==> config.mk <==
export PLATFORM = sky130hd
export DESIGN_NAME = ones_count_accum_flat
export DESIGN_NICKNAME = d
export VERILOG_FILES = /design/src/rtl/oca_pkg.sv /design/src/rtl/ones_count_accum_if.sv /design/src/rtl/oca_ctrl.sv /design/src/rtl/ones_count_accum.sv /design/src/flat_wrapper.sv
export SDC_FILE = /design/constraint.sdc
export NUM_CORES = 1
export LEC_CHECK = 0
export ABC_AREA = 1
export BUFFER_PORTS_ARGS = -buffer_cell sky130_fd_sc_hd__buf_2
export CAP_MARGIN = 20
export CORE_MARGIN = 8
export CORE_UTILIZATION = 56
export CTS_CLUSTER_SIZE = 24
export DETAILED_ROUTE_END_ITERATION = 6
export GPL_TIMING_DRIVEN = 0
export PLACE_DENSITY = 0.84
export SLEW_MARGIN = 10
export SYNTH_ARGS = -nofsm -noshare
export SYNTH_HDL_FRONTEND = slang
export SYNTH_HIERARCHICAL = 1
export SYNTH_SLANG_ARGS = --single-unit
==> constraint.sdc <==
create_clock -name clk -period 2.28 [get_ports clk]
set_input_delay 0.114 -clock clk [delete_from_list [all_inputs] [get_ports clk]]
set_output_delay 0.114 -clock clk [all_outputs]
set_load 0.01 [all_outputs]
==> src/rtl/oca_pkg.sv <==
// Shared types and sizing helpers for the ones-count frame accumulator.
package oca_pkg;

  typedef enum logic {
    ACC  = 1'b0,
    DONE = 1'b1
  } oca_state_t;

  typedef logic [1:0] cnt_t;

  // The total never exceeds 3*frame_len, so this width cannot overflow.
  function automatic int oca_cnt_w(input int frame_len);
    return $clog2(3 * frame_len + 1);
  endfunction

endpackage

==> src/rtl/ones_count_accum_if.sv <==
// Word input and frame-total output ports of ones_count_accum.
// out_above exists only when OCA_THRESH_EN is defined.
interface ones_count_accum_if
  import oca_pkg::*;
#(
  parameter int CNT_W = 5
);
  // Both ports are valid/ready: a transfer happens on a rising edge where
  // valid and ready are both 1; the source holds its payload until then.
  logic             in_valid;
  logic             in_ready;
  cnt_t             in_cnt;
  logic             in_last;
  logic             out_valid;
  logic             out_ready;
  logic [CNT_W-1:0] out_count;
  logic [7:0]       out_words;
`ifdef OCA_THRESH_EN
  logic             out_above;
`endif

  modport master (
    output in_valid, in_cnt, in_last, out_ready,
    input  in_ready, out_valid, out_count, out_words
`ifdef OCA_THRESH_EN
    , input out_above
`endif
  );

  modport slave (
    input  in_valid, in_cnt, in_last, out_ready,
    output in_ready, out_valid, out_count, out_words
`ifdef OCA_THRESH_EN
    , output out_above
`endif
  );

endinterface

==> src/rtl/oca_ctrl.sv <==
// Frame FSM and word counter: decides accept, frame end, clear and handshake
// strobes for the accumulator datapath.
module oca_ctrl
  import oca_pkg::*;
#(
  parameter int FRAME_LEN = 8
) (
  input  logic       clk,
  input  logic       rst_n,
  input  logic       clr_i,
  input  logic       in_valid_i,
  input  logic       in_last_i,
  input  logic       out_ready_i,
  output logic       in_ready_o,
  output logic       acc_en_o,
  output logic       load_o,
  output logic       acc_clr_o,
  output logic       drop_o,
  output logic [7:0] word_cnt_o,
  output oca_state_t state_o
);

  oca_state_t state_q, state_d;
  logic [7:0] word_cnt_q, word_cnt_d;
  logic       accept;
  logic       final_word;

  always_ff @(posedge clk or negedge rst_n) begin
    if (!rst_n) begin
      state_q    <= ACC;
      word_cnt_q <= 8'd0;
    end else begin
      state_q    <= state_d;
      word_cnt_q <= word_cnt_d;
    end
  end

  assign accept     = in_valid_i && (state_q == ACC);
  assign final_word = accept && (in_last_i || (word_cnt_q == 8'(FRAME_LEN - 1)));

  always_comb begin
    state_d    = state_q;
    word_cnt_d = word_cnt_q;
    acc_en_o   = 1'b0;
    load_o     = 1'b0;
    acc_clr_o  = 1'b0;
    drop_o     = 1'b0;
    unique case (state_q)
      ACC: begin
        // clr beats a same-cycle accept: the word is discarded.
        if (clr_i) begin
          acc_clr_o  = 1'b1;
          word_cnt_d = 8'd0;
        end else if (final_word) begin
          load_o     = 1'b1;
          word_cnt_d = 8'd0;
          state_d    = DONE;
        end else if (accept) begin
          acc_en_o   = 1'b1;
          word_cnt_d = word_cnt_q + 8'd1;
        end
      end
      DONE: begin
        if (clr_i || out_ready_i) begin
          drop_o  = 1'b1;
          state_d = ACC;
        end
      end
      default: state_d = ACC;
    endcase
  end

  assign in_ready_o = (state_q == ACC);
  assign word_cnt_o = word_cnt_q;
  assign state_o    = state_q;

endmodule

==> src/rtl/ones_count_accum.sv <==
// Frame popcount accumulator: sums 2-bit ones counts over a frame and offers
// the total on a valid/ready port. Optional macro OCA_THRESH_EN adds out_above.
module ones_count_accum
  import oca_pkg::*;
#(
  parameter int FRAME_LEN = 8,
  parameter int CNT_W     = oca_cnt_w(FRAME_LEN)
`ifdef OCA_THRESH_EN
  , parameter int THRESH  = 12
`endif
) (
  input  logic                clk,
  input  logic                rst_n,
  input  logic                clr,
  ones_count_accum_if.slave   bus,
  output oca_state_t          dbg_state_o
);

  logic             acc_en, load, acc_clr, drop;
  logic [7:0]       word_cnt;
  logic [CNT_W-1:0] acc_q, acc_d;
  logic [CNT_W-1:0] sum;
  logic [CNT_W-1:0] out_count_q, out_count_d;
  logic [7:0]       out_words_q, out_words_d;
  logic             out_valid_q, out_valid_d;

  oca_ctrl #(.FRAME_LEN(FRAME_LEN)) u_ctrl (
    .clk         (clk),
    .rst_n       (rst_n),
    .clr_i       (clr),
    .in_valid_i  (bus.in_valid),
    .in_last_i   (bus.in_last),
    .out_ready_i (bus.out_ready),
    .in_ready_o  (bus.in_ready),
    .acc_en_o    (acc_en),
    .load_o      (load),
    .acc_clr_o   (acc_clr),
    .drop_o      (drop),
    .word_cnt_o  (word_cnt),
    .state_o     (dbg_state_o)
  );

  assign sum = acc_q + CNT_W'(bus.in_cnt);

  always_comb begin
    acc_d       = acc_q;
    out_count_d = out_count_q;
    out_words_d = out_words_q;
    out_valid_d = out_valid_q;
    if (acc_clr || load) begin
      acc_d = '0;
    end else if (acc_en) begin
      acc_d = sum;
    end
    if (load) begin
      out_count_d = sum;
      out_words_d = word_cnt + 8'd1;
      out_valid_d = 1'b1;
    end else if (drop) begin
      out_valid_d = 1'b0;
    end
  end

  always_ff @(posedge clk or negedge rst_n) begin
    if (!rst_n) begin
      acc_q       <= '0;
      out_count_q <= '0;
      out_words_q <= 8'd0;
      out_valid_q <= 1'b0;
    end else begin
      acc_q       <= acc_d;
      out_count_q <= out_count_d;
      out_words_q <= out_words_d;
      out_valid_q <= out_valid_d;
    end
  end

  assign bus.out_valid = out_valid_q;
  assign bus.out_count = out_count_q;
  assign bus.out_words = out_words_q;

`ifdef OCA_THRESH_EN
  logic out_above_q, out_above_d;

  always_comb begin
    out_above_d = out_above_q;
    if (clr) begin
      out_above_d = 1'b0;
    end else if (load) begin
      out_above_d = (int'(sum) > THRESH);
    end
  end

  always_ff @(posedge clk or negedge rst_n) begin
    if (!rst_n) begin
      out_above_q <= 1'b0;
    end else begin
      out_above_q <= out_above_d;
    end
  end

  assign bus.out_above = out_above_q;
`endif

endmodule

==> src/flat_wrapper.sv <==
// flat-port wrapper written by rule: the top's interface ports become plain ports
module ones_count_accum_flat import oca_pkg::*;
#(
  parameter int FRAME_LEN = 8,
  parameter int CNT_W     = oca_cnt_w(FRAME_LEN)

)
  (clk, rst_n, clr, dbg_state_o, bus_in_valid, bus_in_cnt, bus_in_last, bus_out_ready, bus_in_ready, bus_out_valid, bus_out_count, bus_out_words);
  ones_count_accum_if #(.CNT_W(CNT_W)) bus_i ();
  input  logic clk;
  input  logic rst_n;
  input  logic clr;
  output oca_state_t dbg_state_o;
  input wire logic [$bits(bus_i.in_valid)-1:0] bus_in_valid;
  input wire logic [$bits(bus_i.in_cnt)-1:0] bus_in_cnt;
  input wire logic [$bits(bus_i.in_last)-1:0] bus_in_last;
  input wire logic [$bits(bus_i.out_ready)-1:0] bus_out_ready;
  output wire logic [$bits(bus_i.in_ready)-1:0] bus_in_ready;
  output wire logic [$bits(bus_i.out_valid)-1:0] bus_out_valid;
  output wire logic [$bits(bus_i.out_count)-1:0] bus_out_count;
  output wire logic [$bits(bus_i.out_words)-1:0] bus_out_words;
  assign bus_i.in_valid = bus_in_valid;
  assign bus_i.in_cnt = bus_in_cnt;
  assign bus_i.in_last = bus_in_last;
  assign bus_i.out_ready = bus_out_ready;
  assign bus_in_ready = bus_i.in_ready;
  assign bus_out_valid = bus_i.out_valid;
  assign bus_out_count = bus_i.out_count;
  assign bus_out_words = bus_i.out_words;
  ones_count_accum #(.FRAME_LEN(FRAME_LEN), .CNT_W(CNT_W)) u_core (.clk(clk), .rst_n(rst_n), .clr(clr), .bus(bus_i), .dbg_state_o(dbg_state_o));
endmodule
## Yosys cells after proc, flatten, opt, wreduce, memory -nomap -nowiden

Index checks and enable logic that the tools add are counted.

- Bits in registers: 28
- Word-level logic and storage cells: 39

- Add/sub/neg operators: 2
- Eq/ne operators: 1
- Mux-type cells: 20
- Bitwise operators: 1
- Reductions and logical operators: 9

Operator list:

| cell | count |
|---|---|
| $mux 8 | 3 |
| $mux 1 | 14 |
| $mux 5 | 2 |
| $add 8x1->8 const B | 1 |
| $eq 8x3->1 const B | 1 |
| $add 5x2->5 | 1 |
| $reduce_bool 2->1 | 2 |
| $logic_or 1x1->1 | 3 |
| $reduce_bool 3->1 | 1 |
| $logic_and 1x1->1 | 2 |
| $pmux 1 s2 | 1 |
| $reduce_and 2->1 | 1 |
| $not 1->1 | 1 |

## Logic depth before layout (Yosys ltp)

Gate-level depths: netlist (run 1).

- Word-level depth: 8
- Gate-level depth with buffers: 11

## Cells and area by module

Netlist (run 1), hierarchy kept.

By module, submodules not included:

| module | times used | cells each | area an instance (sq um) |
|---|---|---|---|
| ones_count_accum | 1 | 120 | 1019.7 |
| oca_ctrl | 1 | 84 | 614.3 |

## Worst setup path after synthesis (run 1)

Ideal clock, no wire load.

- Kind: register to register
- Start point: register u_core.u_ctrl.word_cnt_q[0] (netlist: u_core/u_ctrl/word_cnt_o[0])
- End point: register u_core.acc_q[4]
- Library setup time: 117 ps
- Arrival: 1601 ps
- Required time: 2163 ps
- Path slack: 561 ps
- Cell stages (with the launch flop): 12
- Period minus slack after synthesis: 1719 ps
- Path through: dfrtp_1 ha_1 nand3_1 nor2_1 nor2_2 nor2_1 buf_6 nor2_8 nand2_4 clkinv_2 nand2_1 o21ai_2

- Cells in the longest elaborated chain, start to end: 8
- Elaborated cells on any way between the ends: 12

Ends and longest elaborated chain:

| item | line | text |
|---|---|---|
| start, declared | oca_ctrl.sv:24 | `logic [7:0] word_cnt_q, word_cnt_d;` |
| start signal, assigned | oca_ctrl.sv:34 | `word_cnt_q <= word_cnt_d;` |
| $eq 8x3->1 * | oca_ctrl.sv:39 | `assign final_word = accept && (in_last_i \|\| (word_cnt_q == 8'(FRAME_LEN - 1)));` |
| $logic_or 1x1->1 * | oca_ctrl.sv:39 |  |
| $logic_and 1x1->1 * | oca_ctrl.sv:39 |  |
| $mux 1 * | oca_ctrl.sv:54 | `end else if (final_word) begin` |
| $mux 1 * | oca_ctrl.sv:51 | `if (clr_i) begin` |
| $mux 1 * | oca_ctrl.sv:48 | `unique case (state_q)` |
| net u_core.load | ones_count_accum.sv:19 | `logic acc_en, load, acc_clr, drop;` |
| $logic_or 1x1->1 * | ones_count_accum.sv:50 | `if (acc_clr \|\| load) begin` |
| $mux 5 / $reduce_bool 2->1 (equally long branches) | - |  |
| end signal, assigned | ones_count_accum.sv:66 | `acc_q <= '0;` |
| end signal, assigned | ones_count_accum.sv:71 | `acc_q <= acc_d;` |
| end, declared | ones_count_accum.sv:21 | `logic [CNT_W-1:0] acc_q, acc_d;` |

Mark *: on every way through the listed nets, which the timed path passes. The rest lies on a longest branch.
A chain may end at the register's enable or synchronous reset.

## Worst setup path in the final report (run 1)

- Start point: register u_core.u_ctrl.word_cnt_q[0] (netlist: u_core/u_ctrl/word_cnt_o[0])
- End point: register u_core.acc_q[0]

Same word-level chain as after synthesis.

==> summary.md, run 1 <==
| Metric | Value |
|---|---|
| Pre-Repair DR Iteration Count | `4` |
| Hold slack | `0.0589 ns` |
| Antenna Cells | `0` |
| M3 GR Usage | `0.0339` |
| CTS Buf Count | `3` |
| Main combinational cell family by area after synthesis | `simple AND/OR/NAND/NOR gates` |
| Sw frac | `0.244` |
| Fin area | `0.00185 sq mm` |
| Minimum clock period | `2.01 ns` |
| DRC viols | `0` |
| Max Slew Vio Count | `0` |
| Max_cap viols | `0` |
| Initial DRC count | `35` |
| NumNets Final | `between 200 and 250` |
| Fillers | `253` |
| Vias per cell | `5.13` |
| Slew @ Worst Pin | `0.636 ns` |
| Area Growth Syn to Fin | `13.2%` |
| Worst vdd rail ir drop | `0.000406 V` |
| Max incr delay on CP | `0.57 ns` |
| Routed Antenna Nets | `0` |
| Psw | `240 uW` |
| Final Hold Vio Count | `0` |
| DR WL/cell | `roughly 13 microns` |
| Total Wirelength | `3300 microns` |
| Port Buf Inserts | `23` |
| Leakage power | `between 0.9 and 1 nW` |
| Synth Area in Adders | `0.0429` |
| Synth area leader | `dfrtp_1` |
| M2 GR Usage | `0.238` |
| Final setup fails | `0` |
| Simple-gate share of the synthesized area | `0.332` |
| Comb power frac | `0.133` |
| Worst Skew | `between 0.007 and 0.008 ns` |
| CTS tree | `yes` |
| CTS root buf | `clkbuf_4` |
| H-tree lvl count | `1` |
| CTS Sinks | `28` |
| Clk_lat worst skew | `0.32 ns` |
| Initial antenna violation count | `0` |
| Crit Path Class | `reg -> reg` |
| CTS-repair resized insts | `0` |
| First-pass GRT wire length | `5690 microns` |
| Die area | `0.00490 sq mm` |
| Synth cell types | `29` |
| Synth Net Count | `around 220` |
| Yosys reg bits | `28` |
| Yosys top cell area share | `0.429` |
| Chip width | `70.0 microns` |
| Post-DP HPWL | `~2500 microns` |
| Worst path buffer plus inverter count | `2` |
| Io pins | `24` |
| Post-synthesis xor/xnor area fraction | `0.0214` |
| Pint | `roughly 750 uW` |
| F_max | `499 MHz` |
| Sequential share of power | `0.544` |
| Pwr Density | `533 mW/mm^2` |
| Final Power | `986 uW` |
| CP max FO | `10` |
| Main synth FF type | `dfrtp_1` |
| Total GRT Usage | `0.136` |
| Layout cells sized above 1 | `0.254` |
| Slew HR | `0.576` |
| Hold/Removal Path Class | `in -> reg` |
| Placed cell areas | `0.00179 sq mm` |
| Top cell family by delay on the critical path | `simple AND/OR/NAND/NOR gates` |
| GP Congestion | `approximately 0.85` |
| Most frequent cells in the layout | `nand2_1 (68), dfrtp_1 (28), buf_2 (24)` |
| Most area-consuming cells after synthesis | `dfrtp_1 (43%), nand2_1 (16%), inv_1 (4.8%)` |
| Compound-Gate Fraction of Synth Area | `0.100` |
| Most utilized layer in the global route result | `met2` |
| Die extent in y | `70.0 microns` |
| Commonest non-fill, non-tap cell in the layout | `nand2_1` |
| CP Data Arrival Time | `between 2 and 2.5 ns` |
| Initial core utilization | `0.593` |
| Largest net degree at the start of global routing | `29` |
| Clock Pin Slew Worst Setup and Hold Paths | `0.15 ns` |
| RSZ-0062 raised after global routing | `false` |
| Yosys synthesis warning count | `6` |
| Std-Cell Rows | `19` |
| CP endpoint kind | `flip-flop` |
| Vias | `1348` |
| M1 GR Usage | `0.155` |
| Total grt overflow | `0` |
| Post-Synthesis Cells | `204` |
| Run status | `finished, final reports clean` |
| CP required | `2.51 ns` |
| Core Footprint | `0.00276 sq mm` |
| Multiplexer share of the synthesized area | `0` |
| Clk buf depth | `2` |
| Vias in the first global route | `about 1.3k` |
| Final period util | `0.880` |
| Crit-path slowest cell | `dfrtp_1` |
| Avg Inst Size Synth | `8.01 sq um` |
| Postcts setup bufs | `0` |
| Async set-reset flop share out of synthesis | `1.00` |
| CP startpoint kind | `flip-flop` |
| CP Cell Sequence | `ha_1 -> nand3_1 -> nor2_1 -> nor2_2 -> nor2_1 -> buf_6 -> nor2_8 -> nand2_4 -> clkinv_2 -> nand2_1 -> nand2_1` |
| Clock Power Share | `0.324` |
| Setup_tns | `0 ns` |
| Post-synth EDFFs | `0` |
| Synthesized cell area | `0.00163 sq mm` |
| Post-CTS Hold Fix Bufs | `1` |
| Seq/Total Area, Yosys | `0.429` |
==> kinds of logic (layout without fill, tap and decap cells) <==
| family | count (synthesis) | in the layout |
|---|---|---|
| AOI/OAI and AO/OA | 24 | 24 |
| xor gates and xnor gates | 4 | 4 |
| adders and majority gates | 5 | 5 |
| buffers and inverters | 28 | 56 |
| DFF | 28 | 28 |
| and+or+nand+nor | 115 | 115 |
==> routing by layer <==
metal / vias to the layer above / wire length [microns]
li1: 696 / -
met1: 626 / 1490
met2: 22 / 1660
met3: 4 / 117
met4: 0 / 29
met5: - / 0
==> stage by stage <==
stage | cells | util | setup WS [ns]
floorplan | 204 | - | 0.561
global placement | 258 | 0.648 | 0.333
detailed placement | 258 | 0.648 | 0.314
CTS | 263 | 0.671 | 0.267
global route | 263 | 0.671 | 0.118
finish | 263 | 0.671 | 0.274
==> state kept, by name, summed over array words and instances, names as in the netlist <==
register	flops
u_core/bus.out_count	5
u_core/bus.out_valid	1
u_core/bus.out_words	8
u_core/u_ctrl/word_cnt_o	8
u_core/acc_q	5
u_core/u_ctrl/state_o	1
==> final timing paths <==
check / start / endpoint / slack [ns] / cells past startpoint
min in group asynchronous: rst_n / u_core/acc_q[3] / 0.32 / 2
worst min-delay path: bus_out_ready / u_core/u_ctrl/state_o / 0.06 / 4
worst min register to register: u_core/bus.out_words[1] / u_core/bus.out_words[1] / 0.48 / 2
worst max register to register: u_core/u_ctrl/word_cnt_o[0] / u_core/acc_q[0] / 0.27 / 11
worst max-delay path: u_core/u_ctrl/word_cnt_o[0] / u_core/acc_q[0] / 0.27 / 11
max in group asynchronous: rst_n / u_core/bus.out_words[7] / 1.55 / 2
==> power by group through the flow <==
stage | clock network [mW] | logic, mW | registers (mW)
4_1_cts | 0.335 | 0.133 | 0.537
5_1_grt | 0.356 | 0.146 | 0.540
3_5_place_dp | 0 | 0.131 | 0.546
3_3_place_gp | 0 | 0.127 | 0.545
2_1_floorplan | 0 | 0.0675 | 0.555
6_report | 0.319 | 0.131 | 0.536
==> layout make-up <==
| type | instances | area, sq um | area share |
|---|---|---|---|
| timing repair buffer | 24 | 125 | 0.0676 |
| clock buffer | 3 | 22.5 | 0.0122 |
| clock inverter | 1 | 30.0 | 0.0162 |
| buffer | 3 | 23.8 | 0.0128 |
| tap | 31 | 38.8 | 0.0210 |
| inverter | 25 | 97.6 | 0.0527 |
| sequential | 28 | 701 | 0.379 |
| multi-input combinational | 148 | 812 | 0.439 |
==> tightest hold or removal path, cell delays in order <==
cell,delay (ns)
buf_2,0.07
inv_1,0.04
nand3_1,0.07
o21ai_1,0.06
==> synthesized netlist by cell type, types with 3 or more instances <==
master,number
nand2_1,68
dfrtp_1,28
inv_1,21
nand3_1,15
nor2_1,12
o21ai_2,7
nor2_2,6
o21ai_1,6
nand2_2,5
o21ai_0,5
ha_1,4
o21bai_1,4
clkinv_2,3
Note: power is estimated with default switching activity, not from simulation.
==> run 2: changes to the inputs <==
==> constraint.sdc (replaced) <==
create_clock -name clk -period 2.28 [get_ports clk]
set_input_delay 0.342 -clock clk [delete_from_list [all_inputs] [get_ports clk]]
set_output_delay 0.342 -clock clk [all_outputs]
set_load 0.01 [all_outputs]
==> summary.md, run 2 (synthesis results as in run 1) <==
| Metric | Value |
|---|---|
| Io pins | `24 (unchanged)` |
| Reg2reg setup slack | `0.27 ns (about the same)` |
| Final Hold Vio Count | `0 (unchanged)` |
| CP startpoint kind | `flip-flop` |
| CTS Buf Count | `3 (unchanged)` |
| Commonest non-fill, non-tap cell in the layout | `nand2_1` |
| Crit Path Class | `reg -> reg` |
| Post-DP HPWL | `2480 microns (unchanged)` |
| Pwr Density | `535 mW/mm^2 (+0.46%)` |
| Hold/Removal Path Class | `in -> async` |
| Slew HR | `0.577 (+0.00154)` |
| RSZ-0062 raised after global routing | `false` |
| Reg2reg end | `u_core/acc_q[0]` |
| CP Data Arrival Time | `2.23 ns (about the same)` |
| Clock Pin Slew Worst Setup and Hold Paths | `0.15 ns (about the same)` |
| Max_cap viols | `0 (unchanged)` |
| Util after Layout | `0.667 (-0.00363)` |
| Clk_lat worst skew | `0.33 ns (about the same)` |
| Initial antenna violation count | `0 (unchanged)` |
| Layout cells sized above 1 | `0.255 (+0.00110)` |
| F_max | `499 MHz (about the same)` |
| First-pass GRT wire length | `5690 microns (unchanged)` |
| Total Wirelength | `3290 microns (-0.33%)` |
| Area Growth Syn to Fin | `12.6%` |
| Vias per cell | `5.14 (+0.23%)` |
| Routed Antenna Nets | `0 (unchanged)` |
| Antenna Cells | `0 (unchanged)` |
| Final period util | `0.880 (about the same)` |
| Worst Skew | `0.00728 ns (-0.0000222 ns)` |
| Worst R2R Path Depth | `11 (unchanged)` |
| CTS-repair resized insts | `0 (unchanged)` |
| H-tree lvl count | `1 (unchanged)` |
| Die extent in y | `70.0 microns (unchanged)` |
| Chip width | `70.0 microns (unchanged)` |
| Clk buf depth | `2 (unchanged)` |
| CP required | `2.51 ns (about the same)` |
| Initial core utilization | `0.593 (unchanged)` |
| CTS tree | `yes` |
| Core Footprint | `0.00276 sq mm (unchanged)` |
| Total grt overflow | `0 (unchanged)` |
| Max Slew Vio Count | `0 (unchanged)` |
| Setup_tns | `0 ns (unchanged)` |
| Final Power | `985 uW (about the same)` |
| Std-Cell Rows | `19 (unchanged)` |
| Minimum clock period | `2.01 ns (-0.000270 ns)` |
| CP max FO | `10 (unchanged)` |
| Leakage power | `0.945 nW (-0.44%)` |
| Vias | `1346 (-0.15%)` |
| Total GRT Usage | `0.136 (unchanged)` |
| Run status | `finished, final reports clean` |
| Non-filler instance count after layout | `262 (-0.38%)` |
| Vias in the first global route | `1341 (unchanged)` |
| DR WL/cell | `12.5 microns (about the same)` |
| GP Congestion | `0.845 (unchanged)` |
| Slew @ Worst Pin | `0.634 ns (-0.00231 ns)` |
| NumNets Final | `245 (-0.41%)` |
| CTS Sinks | `28 (unchanged)` |
| Post-CTS Hold Fix Bufs | `0 (-1)` |
| Most frequent cells in the layout | `nand2_1 (68), dfrtp_1 (28), buf_2 (24)` |
| CTS root buf | `clkbuf_4` |
| CP endpoint kind | `flip-flop` |
| Worst vdd rail ir drop | `0.000406 V (about the same)` |
| Port Buf Inserts | `23 (unchanged)` |
| Die area | `0.00490 sq mm (unchanged)` |
| Largest net degree at the start of global routing | `29 (unchanged)` |
| DP Cell Count | `258 (unchanged)` |
| Reg-to-reg startpoint | `u_core/u_ctrl/word_cnt_o[0]` |
| Postcts setup bufs | `0 (unchanged)` |
| Final setup fails | `0 (unchanged)` |
| DRC viols | `0 (unchanged)` |
| Initial DRC count | `38 (+8.6%)` |
| Pre-Repair DR Iteration Count | `5 (+1)` |
## run 2: worst max-delay path: stages, from the launching register on
cell      delay [ns]
dfrtp_1         0.57
ha_1            0.29
nand3_1         0.11
nor2_1          0.14
nor2_2          0.07
nor2_1          0.19
buf_6           0.20
nor2_8          0.05
nand2_4         0.09
clkinv_2        0.07
nand2_1         0.06
nand2_1         0.06
## run 2: layout make-up
class / count / area, sq um
Multi-Input combinational cell: 148 / 812
Clock inverter: 1 / 30.0
Buffer: 3 / 23.8
Inverter: 25 / 97.6
Clock buffer: 3 / 22.5
Sequential cell: 28 / 701
Fill cell: 254 / 917
Tap cell: 31 / 38.8
Timing Repair Buffer: 23 / 115
## run 2: worst max-delay path by stage
stage	startpoint	endpoint	cells past startpoint
after floorplan	u_core/u_ctrl/word_cnt_o[0]	u_core/acc_q[4]	11
after global placement	u_core/u_ctrl/word_cnt_o[0]	u_core/acc_q[4]	11
after detailed placement	u_core/u_ctrl/word_cnt_o[0]	u_core/acc_q[4]	11
after CTS	u_core/u_ctrl/word_cnt_o[0]	u_core/acc_q[0]	11
after global routing	u_core/u_ctrl/word_cnt_o[0]	u_core/acc_q[0]	11
final	u_core/u_ctrl/word_cnt_o[0]	u_core/acc_q[0]	11
## run 2: metal layers
layer,share of wire,global-route usage,up-vias
met5,0,0,-
met3,0.035,0.0339,6
met4,0.012,0.0513,0
li1,-,-,694
met2,0.50,0.238,24
met1,0.45,0.155,622
## run 2: power breakdown
group | switching (mW) | leakage (nW) | internal, mW
registers | 0.0162 | 0.381 | 0.520
logic | 0.0825 | 0.536 | 0.0469
clock network | 0.142 | 0.0279 | 0.178
## run 2: stage by stage
stage	hold WS, ns	area (sq um)	worst slack (ns)
floorplan	0.0464	1630	0.561
global placement	0.392	1790	0.333
detailed placement	0.396	1790	0.314
CTS	0.0114	1840	0.267
global route	0.0277	1840	0.118
finish	0.0112	1840	0.275
==> run 3: changes to the inputs <==
--- a/config.mk
+++ b/config.mk
@@ -8,13 +8,13 @@
 export ABC_AREA = 1
 export BUFFER_PORTS_ARGS = -buffer_cell sky130_fd_sc_hd__buf_2
 export CAP_MARGIN = 20
-export CORE_MARGIN = 8
+export CORE_MARGIN = 3
 export CORE_UTILIZATION = 56
 export CTS_CLUSTER_SIZE = 24
 export DETAILED_ROUTE_END_ITERATION = 6
 export GPL_TIMING_DRIVEN = 0
 export PLACE_DENSITY = 0.84
-export SLEW_MARGIN = 10
+export SLEW_MARGIN = 20
 export SYNTH_ARGS = -nofsm -noshare
 export SYNTH_HDL_FRONTEND = slang
 export SYNTH_HIERARCHICAL = 1
==> summary.md, run 3 (synthesis results as in run 1) <==
| Metric | Value |
|---|---|
| Run status | `finished, final reports clean` |
| F_max | `488 MHz (-2.1%)` |
| CP max FO | `10 (unchanged)` |
| Worst Skew | `0.00621 ns (-0.00107 ns)` |
| Vias in the first global route | `1376 (+2.6%)` |
| Minimum clock period | `2.05 ns (+0.0428 ns)` |
| Final setup fails | `0 (unchanged)` |
| Max_cap viols | `0 (unchanged)` |
| First-pass GRT wire length | `5640 microns (-0.72%)` |
| CTS tree | `yes` |
| Die extent in y | `60.0 microns (-14%)` |
| Final Hold Vio Count | `0 (unchanged)` |
| Comb power frac | `0.146 (+0.015)` |
| Slew @ Worst Pin | `0.615 ns (-0.0186 ns)` |
| Final period util | `0.898 (+0.0188)` |
| Psw | `234 uW (-2.6%)` |
| CP startpoint kind | `flip-flop` |
| Max incr delay on CP | `0.58 ns (about the same)` |
| Sw frac | `0.271 (+0.0274)` |
| DR WL/cell | `12.0 microns (-4.5%)` |
| Vias per cell | `5.19 (+1.1%)` |
| Post-CTS Hold Fix Bufs | `0 (unchanged)` |
| Post-DP HPWL | `2350 microns (-5.2%)` |
| Pint | `628 uW (-16%)` |
| GP Congestion | `0.832 (-1.6%)` |
| Initial antenna violation count | `0 (unchanged)` |
| CTS-repair resized insts | `0 (unchanged)` |
| Sequential share of power | `0.621 (+0.077)` |
| Clock Pin Slew Worst Setup and Hold Paths | `0.14 ns (about the same)` |
| Pre-CTS WS | `0.251 ns (-0.0629 ns)` |
| Final Power | `863 uW (-12%)` |
| CP required | `2.51 ns (about the same)` |
| Leakage power | `0.931 nW (-1.5%)` |
| Die area | `0.00360 sq mm (-27%)` |
| Crit Path Class | `reg -> reg` |
| CTS Sinks | `28 (unchanged)` |
| Io pins | `24 (unchanged)` |
| Hold/Removal Path Class | `in -> async` |
| CP endpoint kind | `flip-flop` |
| Slew HR | `0.590 (+0.0124)` |
| Clk buf depth | `2 (unchanged)` |
| Fin area | `0.00181 sq mm (-1.7%)` |
| RSZ-0062 raised after global routing | `false` |
| Largest net degree at the start of global routing | `29 (unchanged)` |
| Util after Layout | `0.693 (+0.0251)` |
| Port Buf Inserts | `23 (unchanged)` |
| Crit-path slowest cell | `dfrtp_1` |
| Initial DRC count | `49 (+29%)` |
| Pre-Repair DR Iteration Count | `4 (-1)` |
| NumNets Final | `245 (unchanged)` |
| CP Cell Sequence | `ha_1 -> nand3_1 -> nor2_1 -> nor2_2 -> nor2_1 -> buf_6 -> nor2_8 -> nand2_4 -> clkinv_2 -> nand2_1 -> o21ai_2` |
| Layout cells sized above 1 | `0.252 (-0.00324)` |
| Core Footprint | `0.00261 sq mm (-5.3%)` |
| Antenna Cells | `0 (unchanged)` |
| Pwr Density | `477 mW/mm^2 (-11%)` |
| Most frequent cell on the critical path | `nor2_1` |
| Area Growth Syn to Fin | `10.7%` |
| CP Data Arrival Time | `2.28 ns (+0.05 ns)` |
| Worst vdd rail ir drop | `0.000500 V (+23%)` |
| Initial core utilization | `0.625 (+0.0329)` |
| Setup_tns | `0 ns (unchanged)` |
| Clk_lat worst skew | `0.33 ns (about the same)` |
| Total grt overflow | `0 (unchanged)` |
| CTS root buf | `clkbuf_4` |
| H-tree lvl count | `1 (unchanged)` |
| Routed Antenna Nets | `0 (unchanged)` |
| Worst setup margin | `0.232 ns (-0.0428 ns)` |
| Commonest non-fill, non-tap cell in the layout | `nand2_1` |
| Std-Cell Rows | `18 (-1)` |
| Clock Power Share | `0.232 (-0.092)` |
| Placed cell areas | `0.00179 sq mm (about the same)` |
| Total GRT Usage | `0.208 (+0.0723)` |
| Max Slew Vio Count | `0 (unchanged)` |
| Most frequent cells in the layout | `nand2_1 (68), dfrtp_1 (28), buf_2 (24)` |
| Vias | `1350 (+0.30%)` |
| Postcts setup bufs | `0 (unchanged)` |
| Chip width | `60.0 microns (-14%)` |
| CTS Buf Count | `3 (unchanged)` |
| DRC viols | `0 (unchanged)` |
| Total Wirelength | `3120 microns (-5.2%)` |
-- run 3: worst max-delay path, delay by kind of cell, from the launching register on --
family	cells	cell delay [ns]
DFF	1	0.58
AOI/OAI and AO/OA	1	0.05
and+or+nand+nor	7	0.74
buffers and inverters	2	0.27
adders and majority gates	1	0.31
-- run 3: per-layer routing --
layer | GRT usage | vias to the layer above | part of all wire
li1 | - | 693 | -
met2 | 0.369 | 19 | 0.50
met1 | 0.244 | 634 | 0.45
met3 | 0.0194 | 4 | 0.025
met4 | 0.114 | 0 | 0.025
met5 | 0 | - | 0
-- run 3: final timing paths --
| path | end | startpoint | slack (ns) | cells past startpoint |
|---|---|---|---|---|
| max in group asynchronous | u_core/u_ctrl/word_cnt_o[4] | rst_n | 1.87 | 1 |
| min in group clk | u_core/u_ctrl/state_o | bus_out_ready | 0.29 | 4 |
| max | u_core/acc_q[4] | u_core/u_ctrl/word_cnt_o[0] | 0.23 | 11 |
| min | u_core/bus.out_count[2] | rst_n | 0.0009 | 1 |
| min reg2reg | u_core/bus.out_count[0] | u_core/bus.out_count[0] | 0.49 | 2 |
| max reg2reg | u_core/acc_q[4] | u_core/u_ctrl/word_cnt_o[0] | 0.23 | 11 |
-- run 3: cell type report --
type / count / area (sq um)
plain buffers: 3 / 23.8
clock buffers: 3 / 22.5
fillers: 226 / 803
inverters: 25 / 97.6
multi-input cells: 148 / 812
flip-flops and latches: 28 / 701
well taps: 30 / 37.5
repair buffers: 23 / 115
-- run 3: metrics by stage --
| step | hold slack [ns] | instances |
|---|---|---|
| floorplan | 0.0464 | 204 |
| global placement | 0.392 | 257 |
| detailed placement | 0.391 | 257 |
| CTS | 0.0180 | 260 |
| global route | 0.0378 | 260 |
| finish | 0.000883 | 260 |
-- run 3: power by group through the flow --
| stage | Sequential, mW | Clock, mW | Combinational [mW] |
|---|---|---|---|
| floorplan | 0.555 | 0 | 0.0675 |
| finish | 0.536 | 0.200 | 0.126 |
| global route | 0.541 | 0.228 | 0.144 |
| global placement | 0.545 | 0 | 0.127 |
| CTS | 0.536 | 0.209 | 0.129 |
| detailed placement | 0.546 | 0 | 0.129 |
